--- src/rtl/mr_if.sv ---
`default_nettype none
// ============================================================================
// Module   : mr_if
// Brief    : In-order instruction fetch stage with credit-based prefetch and
//            redirect flush. Define MR_IF_PREFETCH_EN for a 2-deep pipeline.
// Revision : 1.0 - initial release
// ============================================================================
`ifndef XLEN
`define XLEN 32
`endif
`ifndef IMAXLEN
`define IMAXLEN 32
`endif

module mr_if #(
    parameter logic [`XLEN-1:0] RESET_PC = 32'h0000_0000
) (
    input  logic                clk,
    input  logic                rst_n,
    output logic                imem_req_valid,
    input  logic                imem_req_ready,
    output logic [`XLEN-1:0]    imem_req_addr,
    input  logic                imem_rsp_valid,
    input  logic [`IMAXLEN-1:0] imem_rsp_data,
    output logic [`IMAXLEN-1:0] inst,
    output logic [`XLEN-1:0]    inst_pc,
    output logic                inst_valid,
    input  logic                inst_ready,
    input  logic                jmp_done,
    input  logic [`XLEN-1:0]    jmp_target
);

`ifdef MR_IF_PREFETCH_EN
    localparam int c_DEPTH = 2;
`else
    localparam int c_DEPTH = 1;
`endif
    localparam int c_CNT_W = 2;

    logic [`XLEN-1:0]    r_fetch_pc;
    logic [c_CNT_W-1:0]  r_outstanding;
    logic [c_CNT_W-1:0]  r_drop_cnt;
    logic [c_CNT_W-1:0]  r_fifo_count;

    logic [`XLEN-1:0]    r_pend_pc [0:c_DEPTH-1];
    logic                r_pend_wr;
    logic                r_pend_rd;

    logic [`IMAXLEN-1:0] r_fifo_inst [0:c_DEPTH-1];
    logic [`XLEN-1:0]    r_fifo_pc   [0:c_DEPTH-1];
    logic                r_fifo_wr;
    logic                r_fifo_rd;

    logic                w_req_acc;
    logic                w_pop;
    logic                w_push;
    logic [2:0]          w_used;
    logic [c_CNT_W-1:0]  w_out_next;
    logic [`XLEN-1:0]    w_jmp_aligned;

    function automatic logic f_next(input logic p);
        return (c_DEPTH == 1) ? 1'b0 : ~p;
    endfunction

    // Credit counts the FIFO after this cycle's pop so a consumed slot can be
    // refilled immediately; the sum never rises without an acceptance, which
    // keeps a pending request asserted until the memory takes it.
    assign w_pop          = inst_valid && inst_ready;
    assign w_used         = {1'b0, r_outstanding} + {1'b0, r_fifo_count} - {2'b00, w_pop};
    assign imem_req_valid = rst_n && (w_used < 3'(c_DEPTH));
    assign imem_req_addr  = r_fetch_pc;
    assign w_req_acc      = imem_req_valid && imem_req_ready;

    assign w_out_next     = r_outstanding + c_CNT_W'(w_req_acc) - c_CNT_W'(imem_rsp_valid);
    assign w_push         = imem_rsp_valid && (r_drop_cnt == '0) && !jmp_done;
    assign w_jmp_aligned  = jmp_target & ~`XLEN'(3);

    assign inst_valid     = (r_fifo_count != '0);
    assign inst           = r_fifo_inst[r_fifo_rd];
    assign inst_pc        = r_fifo_pc[r_fifo_rd];

    always_ff @(posedge clk) begin
        if (!rst_n) begin
            r_fetch_pc    <= RESET_PC;
            r_outstanding <= '0;
            r_drop_cnt    <= '0;
            r_fifo_count  <= '0;
            r_pend_wr     <= 1'b0;
            r_pend_rd     <= 1'b0;
            r_fifo_wr     <= 1'b0;
            r_fifo_rd     <= 1'b0;
            for (int i = 0; i < c_DEPTH; i++) begin
                r_pend_pc[i]   <= '0;
                r_fifo_inst[i] <= '0;
                r_fifo_pc[i]   <= '0;
            end
        end else begin
            if (jmp_done) begin
                r_fetch_pc <= w_jmp_aligned;
            end else if (w_req_acc) begin
                r_fetch_pc <= r_fetch_pc + `XLEN'(4);
            end

            if (w_req_acc) begin
                r_pend_pc[r_pend_wr] <= r_fetch_pc;
                r_pend_wr            <= f_next(r_pend_wr);
            end
            if (imem_rsp_valid) begin
                r_pend_rd <= f_next(r_pend_rd);
            end
            r_outstanding <= w_out_next;

            // Every request still in flight after a redirect belongs to the
            // old path, including one accepted in the redirect cycle.
            if (jmp_done) begin
                r_drop_cnt <= w_out_next;
            end else if (imem_rsp_valid && (r_drop_cnt != '0)) begin
                r_drop_cnt <= r_drop_cnt - 1'b1;
            end

            if (jmp_done) begin
                r_fifo_count <= '0;
                r_fifo_wr    <= 1'b0;
                r_fifo_rd    <= 1'b0;
            end else begin
                if (w_push) begin
                    r_fifo_inst[r_fifo_wr] <= imem_rsp_data;
                    r_fifo_pc[r_fifo_wr]   <= r_pend_pc[r_pend_rd];
                    r_fifo_wr              <= f_next(r_fifo_wr);
                end
                if (w_pop) begin
                    r_fifo_rd <= f_next(r_fifo_rd);
                end
                r_fifo_count <= r_fifo_count + c_CNT_W'(w_push) - c_CNT_W'(w_pop);
            end
        end
    end

`ifndef SYNTHESIS
    a_rsp_without_req: assert property (@(posedge clk) disable iff (!rst_n)
        imem_rsp_valid |-> (r_outstanding != '0));
    a_fifo_overflow: assert property (@(posedge clk) disable iff (!rst_n)
        (w_push && !w_pop) |-> (r_fifo_count != c_CNT_W'(c_DEPTH)));
    a_drop_underflow: assert property (@(posedge clk) disable iff (!rst_n)
        r_drop_cnt <= r_outstanding);
`endif

endmodule

`default_nettype wire

--- config.mk ---
export PLATFORM = sky130hd
export DESIGN_NAME = mr_if
export DESIGN_NICKNAME = d
export VERILOG_FILES = /design/src/rtl/mr_if.sv
export SDC_FILE = /design/constraint.sdc
export NUM_CORES = 1
export LEC_CHECK = 0
export ABC_CLOCK_PERIOD_IN_PS = 9800
export CORE_ASPECT_RATIO = 1.1
export CORE_MARGIN = 3
export CORE_UTILIZATION = 36
export DETAILED_ROUTE_END_ITERATION = 10
export MAX_ROUTING_LAYER = met4
export PLACE_DENSITY = 0.67
export SKIP_LAST_GASP = 1
export SYNTH_ARGS = -nofsm -noshare
export SYNTH_HDL_FRONTEND = slang
export SYNTH_SLANG_ARGS = --single-unit
--- constraint.sdc ---
create_clock -name clk -period 9.8 [get_ports clk]
set_input_delay 1.96 -clock clk [delete_from_list [all_inputs] [get_ports clk]]
set_output_delay 1.96 -clock clk [all_outputs]
set_load 0.01 [all_outputs]
; Word-level counts from Yosys, hierarchy flattened
; Memory sizes are Yosys's and may differ from the RTL's.
; Cells that the tools add are included.
[word_totals]
inputBits = 70
register_bits = 38
ramBits = 96
memories = 3
elab_cells = 52
[mem_list]
columns = name, depth, width, read_ports, rd_ports_with_merged_regs, write_ports, line_no
row1 = r_fifo_inst, 1, 32, 1, 0, 1, 49  ; logic [`IMAXLEN-1:0] r_fifo_inst [0:c_DEPTH-1];
row2 = r_fifo_pc, 1, 32, 1, 0, 1, 50  ; logic [`XLEN-1:0] r_fifo_pc [0:c_DEPTH-1];
row3 = r_pend_pc, 1, 32, 1, 0, 1, 45  ; logic [`XLEN-1:0] r_pend_pc [0:c_DEPTH-1];
[classes]
mux = 18
n_bitwise = 1
n_lt_le_gt_ge = 1
add_sub_neg = 8
reduce_logical = 16
[ops]
columns = operator, count
row1 = $mux W32, 5
row2 = $reduce_or A32 Y1, 3
row3 = $add A32 B3 Y32 const B, 1
row4 = $mux W1, 11
row5 = $reduce_bool A2 Y1, 4
row6 = $logic_and A1 B1 Y1, 6
row7 = $add A2 B1 Y2, 2
row8 = $mux W2, 2
row9 = $sub A2 B1 Y2, 2
row10 = $add A2 B2 Y3, 1
row11 = $lt A3 B1 Y1 const B, 1
row12 = $sub A3 B1 Y3, 1
row13 = $logic_not A2 Y1, 1
row14 = $reduce_or A2 Y1, 1
row15 = $sub A2 B1 Y2 const B, 1
row16 = $logic_not A1 Y1, 1
row17 = $not A1 Y1, 1

; Logic depth before layout (Yosys ltp)
; Gate-level depths: netlist of run 1.
[logic_depth]
depth_word = 11
mapped_depth = 18
mapped_depth_nobuf = 15

; Least setup slack after synthesis of run 1
; No wires, ideal clock.
[synth_path]
path_kind = input-to-reg
start = input port jmp_done
end = memory r_fifo_inst[0][0] in the netlist's numbering (enable)
path_buffers = 2
arrival_ps = 6743
t_required_ps = 9233
cell_stages = 3
setup_ps = 567
setup_slack_ps = 2490
path_cell_list = clkbuf_1 -> clkbuf_1 -> o21ai_0
[synth_via]
elab_chain_len = 8
[synth_lines]
columns = item, line_no
row1 = "start, declared", 29  ; input logic jmp_done,
row2 = $logic_not A1 Y1, 75  ; assign w_push = imem_rsp_valid && (r_drop_cnt == '0) && !jmp_done;
row3 = $logic_and A1 B1 Y1, 75
row4 = $mux W1, 126  ; if (w_push) begin
row5 = $mux W1 *, 121  ; if (jmp_done) begin
row6 = $mux W1 *, 83  ; if (!rst_n) begin
row7 = $mux W1 (not written as such) *, 127  ; r_fifo_inst[r_fifo_wr] <= imem_rsp_data;
row8 = $reduce_or A32 Y1 (no line), -
row9 = $mux W1 (no line) *, -
row10 = "end, declared", 49
; Mark *: on every way between the ends. The rest lies on a longest branch, timed or not.

; Final worst setup path of run 1
[layout_path]
start = input port inst_ready
end = output port imem_req_valid
[layout_via]
elab_chain_len = 4
[layout_lines]
columns = item, line_no
row1 = "start, declared", 28  ; input logic inst_ready,
row2 = $logic_and A1 B1 Y1, 68  ; assign w_pop = inst_valid && inst_ready;
row3 = $sub A3 B1 Y3, 69  ; assign w_used = {1'b0, r_outstanding} + {1'b0, r_fifo_count} - {2'b00, w_pop};
row4 = $lt A3 B1 Y1, 70  ; assign imem_req_valid = rst_n && (w_used < 3'(c_DEPTH));
row5 = $logic_and A1 B1 Y1, 70
row6 = "end, declared", 20  ; output logic imem_req_valid,
; No other way between the ends.

==> metrics.txt, run 1 <==
# TYPE chip_impl_metric gauge
chip_impl_info{name="status",value="finished clean"} 1
chip_impl_metric{name="total_number_of_vias",unit=""} 4051
chip_impl_metric{name="overflow",unit=""} 0
chip_impl_metric{name="timing_max_transition_violations_final",unit=""} 0
chip_impl_metric{name="dpl-instance-area",unit="µm²"} 7340
chip_impl_metric{name="post_placement_worst_setup_slack",unit="ns"} 3.32
chip_impl_metric{name="timing.final.crit_share",unit="%"} 64.2
chip_impl_metric{name="cap_violations",unit=""} 0
chip_impl_metric{name="synth_cell_types",unit=""} 44
chip_impl_info{name="mostFrequentLayoutCell",value="clkdlybuf4s50_1"} 1
chip_impl_metric{name="area_used_by_multi_input_combinational_logic",unit="µm²"} 1910
chip_impl_metric{name="grt_antenna_before_repair",unit=""} 0
chip_impl_metric{name="drt-initial-drc-count",unit=""} 334
chip_impl_metric{name="drc_errors",unit=""} 0
chip_impl_metric{name="synthToLayoutAreaGrowth",unit="%"} 41.3
chip_impl_info{name="timing.critical_path.to_type",value="output pin"} 1
chip_impl_metric{name="portBuffers",unit=""} 161
chip_impl_info{name="most-common-layout-cells",value="161 x clkdlybuf4s50_1, 92 x edfxtp_1, 69 x and2_1"} 1
chip_impl_info{name="worstSetupPathType",value="input pin to output pin"} 1
chip_impl_metric{name="avgViaCountPerCell",unit=""} 4.85
chip_impl_metric{name="cts-resized-gates",unit=""} 0
chip_impl_metric{name="place.gp.congestion",unit=""} 0.806
chip_impl_metric{name="finalHoldViolCount",unit=""} 0
chip_impl_metric{name="h-tree-depth",unit=""} 4
chip_impl_metric{name="fp.dieW",unit="µm"} 125
chip_impl_metric{name="setup_violations",unit=""} 0
chip_impl_metric{name="clock.fmax",unit="GHz"} 0.159
chip_impl_info{name="worstHoldStart",value="r_pend_pc[0][20]"} 1
chip_impl_metric{name="antenna_cells_inserted",unit=""} 0
chip_impl_metric{name="total_global_routing_track_utilization",unit="%"} 16.6
chip_impl_metric{name="core.rowCount",unit=""} 47
chip_impl_metric{name="final_cell_count_no_fill",unit=""} 836
chip_impl_metric{name="detail_route.first_pass.iterations",unit=""} 5
chip_impl_metric{name="seq_area",unit="µm²"} 3480
chip_impl_metric{name="grt_pass1_wl",unit="mm"} 21.3
chip_impl_metric{name="nNetsFinal",unit=""} 705
chip_impl_metric{name="post_cts.repair.setup_buffers",unit=""} 0
chip_impl_metric{name="netlist_instances",unit=""} 472
chip_impl_metric{name="cp.required",unit="ns"} 7.84
chip_impl_metric{name="total_routed_length",unit="mm"} 13.5
chip_impl_metric{name="tightestPinTransition",unit="ns"} 1.07
chip_impl_metric{name="floorplan.die_area",unit="µm²"} 17000
chip_impl_metric{name="worstPathMaxFanout",unit=""} 3
chip_impl_metric{name="leakage",unit="nW"} 2.96
chip_impl_info{name="timing.rr.start",value="r_fifo_count[1]"} 1
chip_impl_metric{name="synth.ff_latch_count",unit=""} 128
chip_impl_metric{name="pwr_density_cell",unit="nW/µm²"} 197
chip_impl_info{name="critical_path.startpoint_type",value="input pin"} 1
chip_impl_metric{name="syn_area_per_cell",unit="µm²"} 11.8
chip_impl_metric{name="critical_path_arrival",unit="ns"} 4.33
chip_impl_metric{name="tritoncts_num_sinks",unit=""} 128
chip_impl_metric{name="setup_tns",unit="ns"} 0
chip_impl_info{name="tritoncts_clock_tree",value="built"} 1
chip_impl_metric{name="cts_stage_hold_buffer_count",unit=""} 0
chip_impl_metric{name="post_place_cells",unit=""} 804
chip_impl_metric{name="num-fill-cells",unit=""} 1322
chip_impl_metric{name="max-slew-margin-rel",unit="%"} 28.8
chip_impl_metric{name="initial_core_util",unit="%"} 36.8
chip_impl_metric{name="setup_ws",unit="ns"} 3.51
chip_impl_metric{name="irDropWorstVdd",unit="mV"} 0.126
chip_impl_metric{name="finalCriticalPeriod",unit="ns"} 6.29
chip_impl_metric{name="yosys_warnings",unit=""} 0
chip_impl_metric{name="synthesis.area",unit="µm²"} 5570
chip_impl_metric{name="drive_above_1_share",unit="%"} 6.25
chip_impl_metric{name="clk_path_buf_depth",unit=""} 2
chip_impl_metric{name="postRouteAntennaNets",unit=""} 0
chip_impl_metric{name="die-height",unit="µm"} 136
chip_impl_metric{name="core_area",unit="µm²"} 15100
chip_impl_metric{name="grt_max_degree",unit=""} 63
chip_impl_info{name="launching_element_of_the_worst_setup_path",value="inst_ready"} 1
chip_impl_metric{name="finClkSkew",unit="ns"} 0.00849
chip_impl_info{name="setup_repair_after_global_routing_missed_its_margin",value="no"} 1
chip_impl_metric{name="hold_ws",unit="ns"} 0.513
chip_impl_metric{name="detail_route.wl_per_cell",unit="µm"} 16.1
chip_impl_metric{name="number_of_top_level_pins",unit=""} 168
chip_impl_metric{name="dpl.hpwl",unit="mm"} 9.21
chip_impl_info{name="ctsRootBufferMaster",value="clkbuf_16"} 1
chip_impl_metric{name="vias_in_the_first_global_route",unit=""} 4072
chip_impl_metric{name="post-route-cell-area",unit="µm²"} 7870
chip_impl_metric{name="cts_buffers",unit=""} 17
chip_impl_metric{name="clock_network_latency_to_the_later_pin_of_the_worst_skew_pair",unit="ns"} 0.41
chip_impl_info{name="hold_path_class",value="flip-flop to flip-flop"} 1
chip_impl_metric{name="sequential_to_total_area_share_from_yosys_stat",unit="%"} 62.6
chip_impl_metric{name="cts.reportedPaths.clkPinSlew",unit="ns"} 0.05
## worst max-delay path: stages
cell	delay, ns
clkdlybuf4s50_1	0.51
nand2_1	0.09
mux2i_1	0.16
ha_1	0.17
inv_1	0.05
fa_1	0.47
xor2_2	0.19
nand3_1	0.09
nor2_1	0.10
clkdlybuf4s50_1	0.55
## worst paths after layout
path	to	slack, ns	cells after the start
min	r_fifo_pc[0][20]	0.51	1
max reg2reg	r_drop_cnt[1]	5.47	15
min reg2reg	r_fifo_pc[0][20]	0.51	1
max	imem_req_valid	3.51	10
## through the flow
stage               util [%]  total power [W]
finish                  52.0          0.00155
global route            52.0          0.00162
CTS                     52.0          0.00157
detailed placement      48.6          0.00101
global placement        48.6          0.00100
floorplan                  -         0.000855
## cells by family after synthesis
kind of cell	Yosys count	share of synthesized area, %
xor gates and xnor gates	25	3.93
muxes	4	0.764
DFF	128	62.6
buffers and inverters	47	3.73
adders and majority gates	8	1.93
and+or+nand+nor	196	20.3
other	1	0.0674
AOI/OAI and AO/OA	63	6.74
## cell type report
cell class,instances,area share (%)
Sequential cell,128,44.3
Tap cell,196,3.12
Inverter,14,0.668
Timing Repair Buffer,166,21.0
Clock buffer,23,5.70
Multi-Input combinational cell,300,24.3
Clock inverter,9,0.923
## layer usage
metal | wire length [µm] | up-vias | GRT usage, %
met3 | 962 | 15 | 4.99
met4 | 282 | 0 | 7.13
met2 | 6570 | 164 | 27.1
li1 | - | 1988 | -
met5 | 0 | - | -
met1 | 5670 | 1884 | 19.0
## flip-flops by register name, summed over array words and instances, names as in the netlist
name,cells
r_drop_cnt,2
r_pend_pc,30
r_fifo_pc,30
r_fifo_count,2
imem_req_addr,30
r_outstanding,2
r_fifo_inst,32
## report_power, final
part / internal [W] / switching (W) / total, W
Sequential: 0.000657 / 0.0000303 / 0.000688
Combinational: 0.000144 / 0.000165 / 0.000310
Clock: 0.000344 / 0.000208 / 0.000552
## Yosys cell counts (all sizes together)
library cell / n / area [µm²]
inv: 13 / 48.8
conb: 1 / 3.75
a21oi: 15 / 75.1
nand2b: 2 / 12.5
a2111oi: 1 / 8.76
and3: 28 / 175
a31oi: 5 / 31.3
edfxtp: 92 / 2760
a211oi: 1 / 7.51
buf: 10 / 68.8
or4: 2 / 15.0
dfxtp: 36 / 721
or2: 2 / 12.5
o311a: 1 / 10.0
xor2: 9 / 78.8
clkinv: 1 / 3.75
mux2: 2 / 22.5
nor2: 16 / 60.1
and4b: 2 / 20.0
xnor2: 16 / 140
nor2b: 1 / 6.26
o211ai: 1 / 7.51
nor3b: 1 / 7.51
fa: 1 / 20.0
ha: 7 / 87.6
or3: 4 / 25.0
nor4: 4 / 25.0
and4: 4 / 35.0
nor3: 8 / 40.0
o21ai: 30 / 150
nand4: 8 / 50.1
o211a: 5 / 50.1
nand3: 21 / 123
nand2: 24 / 90.1
a32o: 1 / 10.0
mux2i: 2 / 20.0
a21o: 1 / 7.51
o2bb2ai: 2 / 17.5
and2: 69 / 432
clkbuf: 23 / 86.3
Note: power is estimated with default switching activity, not from simulation.
==> run 2: changes to the inputs <==
--- a/config.mk
+++ b/config.mk
@@ -5,7 +5,7 @@
 export SDC_FILE = /design/constraint.sdc
 export NUM_CORES = 1
 export LEC_CHECK = 0
-export ABC_CLOCK_PERIOD_IN_PS = 9800
+export ABC_CLOCK_PERIOD_IN_PS = 6310
 export CORE_ASPECT_RATIO = 1.1
 export CORE_MARGIN = 3
 export CORE_UTILIZATION = 36
==> constraint.sdc (replaced) <==
create_clock -name clk -period 6.31 [get_ports clk]
set_input_delay 1.262 -clock clk [delete_from_list [all_inputs] [get_ports clk]]
set_output_delay 1.262 -clock clk [all_outputs]
set_load 0.01 [all_outputs]
==> run 2 against run 1 <==
- critical path depth did not move
- via count fell by 0.35%
- hold slack improved by 0.0013 ns
- clock power rose by 67%
- first-iteration DRC count fell by 25%
- count of clock-buffer cells in the layout fell by 6
- register-to-register slack got worse by 2.7 ns
- worst setup slack got worse by 2.1 ns
- largest cell class unchanged
==> metrics.txt, run 2 (same netlist as run 1, synthesis figures left out) <==
# TYPE chip_impl_metric gauge
chip_impl_info{name="worstSetupPathType",value="input pin to output pin"} 1
chip_impl_metric{name="critical_path_arrival",unit="ns"} 3.65
chip_impl_metric{name="drt-initial-drc-count",unit=""} 252
chip_impl_metric{name="clock_network_latency_to_the_later_pin_of_the_worst_skew_pair",unit="ns"} 0.40
chip_impl_info{name="critical_path.startpoint_type",value="input pin"} 1
chip_impl_metric{name="tightestPinTransition",unit="ns"} 1.02
chip_impl_metric{name="drive_above_1_share",unit="%"} 7.33
chip_impl_metric{name="finClkSkew",unit="ns"} 0.00615
chip_impl_metric{name="cts_stage_hold_buffer_count",unit=""} 0
chip_impl_info{name="timing.critical_path.to_type",value="output pin"} 1
chip_impl_info{name="mostFrequentLayoutCell",value="clkdlybuf4s50_1"} 1
chip_impl_metric{name="clk_path_buf_depth",unit=""} 2
chip_impl_metric{name="fp.dieW",unit="µm"} 125
chip_impl_metric{name="max-slew-margin-rel",unit="%"} 31.8
chip_impl_metric{name="avgViaCountPerCell",unit=""} 4.82
chip_impl_metric{name="total_number_of_vias",unit=""} 4037
chip_impl_metric{name="post_placement_worst_setup_slack",unit="ns"} 1.34
chip_impl_metric{name="cts.reportedPaths.clkPinSlew",unit="ns"} 0.06
chip_impl_metric{name="critical_path.max_stage_delay",unit="ns"} 0.56
chip_impl_metric{name="detail_route.wl_per_cell",unit="µm"} 15.7
chip_impl_metric{name="timing.final.crit_share",unit="%"} 77.9
chip_impl_info{name="tritoncts_clock_tree",value="built"} 1
chip_impl_metric{name="dpl.hpwl",unit="mm"} 9.30
chip_impl_metric{name="clock.fmax",unit="GHz"} 0.203
chip_impl_metric{name="initial_core_util",unit="%"} 36.8
chip_impl_metric{name="cts_buffers",unit=""} 17
chip_impl_metric{name="grt_pass1_wl",unit="mm"} 21.3
chip_impl_metric{name="nNetsFinal",unit=""} 707
chip_impl_metric{name="timing_max_transition_violations_final",unit=""} 0
chip_impl_metric{name="synthToLayoutAreaGrowth",unit="%"} 42.4
chip_impl_info{name="status",value="finished clean"} 1
chip_impl_metric{name="post_cts.repair.setup_buffers",unit=""} 0
chip_impl_metric{name="die-height",unit="µm"} 136
chip_impl_metric{name="setup_tns",unit="ns"} 0
chip_impl_metric{name="tritoncts_num_sinks",unit=""} 128
chip_impl_metric{name="total_global_routing_track_utilization",unit="%"} 16.4
chip_impl_metric{name="overflow",unit=""} 0
chip_impl_metric{name="cp.required",unit="ns"} 5.05
chip_impl_metric{name="grt_max_degree",unit=""} 63
chip_impl_info{name="path_delay_family",value="buffers and inverters"} 1
chip_impl_metric{name="total_routed_length",unit="mm"} 13.2
chip_impl_info{name="crit_chain",value="clkdlybuf4s50_1, nand2_1, mux2i_1, ha_1, inv_1, fa_1, xor2_2, nand3_1, nor2_1, clkdlybuf4s50_1"} 1
chip_impl_metric{name="floorplan.die_area",unit="µm²"} 17000
chip_impl_info{name="hold_path_class",value="flip-flop to flip-flop"} 1
chip_impl_metric{name="detail_route.first_pass.iterations",unit=""} 4
chip_impl_metric{name="grt_antenna_before_repair",unit=""} 0
chip_impl_metric{name="finalCriticalPeriod",unit="ns"} 4.91
chip_impl_info{name="ctsRootBufferMaster",value="clkbuf_16"} 1
chip_impl_metric{name="postRouteAntennaNets",unit=""} 0
chip_impl_metric{name="cts-resized-gates",unit=""} 0
chip_impl_metric{name="setup_violations",unit=""} 0
chip_impl_metric{name="core_area",unit="µm²"} 15100
chip_impl_metric{name="setup_ws",unit="ns"} 1.40
chip_impl_metric{name="core.rowCount",unit=""} 47
chip_impl_metric{name="worst-path-buf-inv",unit=""} 3
chip_impl_metric{name="irDropWorstVdd",unit="mV"} 0.209
chip_impl_metric{name="antenna_cells_inserted",unit=""} 0
chip_impl_metric{name="cap_violations",unit=""} 0
chip_impl_metric{name="drc_errors",unit=""} 0
chip_impl_metric{name="portBuffers",unit=""} 161
chip_impl_info{name="most-common-layout-cells",value="161 x clkdlybuf4s50_1, 92 x edfxtp_1, 69 x and2_1"} 1
chip_impl_metric{name="worstPathMaxFanout",unit=""} 3
chip_impl_metric{name="number_of_top_level_pins",unit=""} 168
chip_impl_metric{name="largest_reg_flops",unit=""} 32
chip_impl_metric{name="vias_in_the_first_global_route",unit=""} 4133
chip_impl_info{name="setup_repair_after_global_routing_missed_its_margin",value="no"} 1
chip_impl_metric{name="pwr_density_cell",unit="nW/µm²"} 312
chip_impl_info{name="max_flop_register",value="r_fifo_inst"} 1
chip_impl_metric{name="place.gp.congestion",unit=""} 0.818
chip_impl_metric{name="h-tree-depth",unit=""} 4
chip_impl_metric{name="finish.utilization",unit="%"} 52.5
chip_impl_metric{name="finalHoldViolCount",unit=""} 0
chip_impl_info{name="critical-path-slowest-cell",value="clkdlybuf4s50_1"} 1
chip_impl_info{name="worst_path_most_repeated_cell",value="clkdlybuf4s50_1"} 1
chip_impl_metric{name="leakage",unit="nW"} 2.99
run 2: changes by cell type in the layout (fill, tap and decap cells not counted):
cell        change
clkinv_2        -3
bufinv_16       +1
clkinv_4        +4
buf_4           +2
clkinvlp_4      +3
clkbuf_1        -6
run 2: cell type report:
class / instances / area, µm²
fillers: 1251 / 7180
repair buffers: 168 / 1660
inverters: 14 / 52.6
clock inverters: 14 / 145
clock buffers: 17 / 425
multi-input cells: 300 / 1910
well taps: 196 / 245
flip-flops and latches: 128 / 3480
run 2: report_power, final:
group | switching (W) | total, W | internal (W)
clock | 0.000346 | 0.000923 | 0.000577
sequential | 0.0000477 | 0.00107 | 0.00102
combinational | 0.000254 | 0.000482 | 0.000228
run 2: worst register-to-register path, stage by stage (launching register included):
cell       delay (ns)
dfxtp_1          0.40
nand2_1          0.10
mux2i_1          0.16
ha_1             0.18
inv_1            0.06
fa_1             0.46
xor2_2           0.19
buf_4            0.31
and2_1           0.43
inv_1            0.12
ha_1             0.29
inv_1            0.04
ha_1             0.18
xnor2_1          0.18
xnor2_1          0.09
and2_1           0.17
o2bb2ai_1        0.11
run 2: routing by layer:
metal	up-vias	share of wire, %	track usage [%]
met5	-	0	-
met4	0	1.6	6.46
met3	17	7.7	5.07
met2	185	48	25.8
met1	1846	43	19.7
li1	1989	-	-
run 2: metrics by stage:
step           power (W)  cell area, µm²  hold slack (ns)  instances
2_1_floorplan    0.00133            5580            0.497        475
3_3_place_gp     0.00156            7360            0.502        806
3_5_place_dp     0.00157            7360            0.502        806
4_1_cts          0.00250            7930            0.516        837
5_1_grt          0.00259            7930            0.532        837
6_report         0.00247            7930            0.514        837
run 2: path summary, 6_finish.rpt:
kind                            depth (start not counted)  slack, ns        startpoint               end
worst max-delay path                                   10       1.40        inst_ready    imem_req_valid
worst min-delay path                                    1       0.51  r_pend_pc[0][27]  r_fifo_pc[0][27]
worst max register to register                         16       2.74   r_fifo_count[1]     r_drop_cnt[1]
worst min register to register                          1       0.51  r_pend_pc[0][27]  r_fifo_pc[0][27]
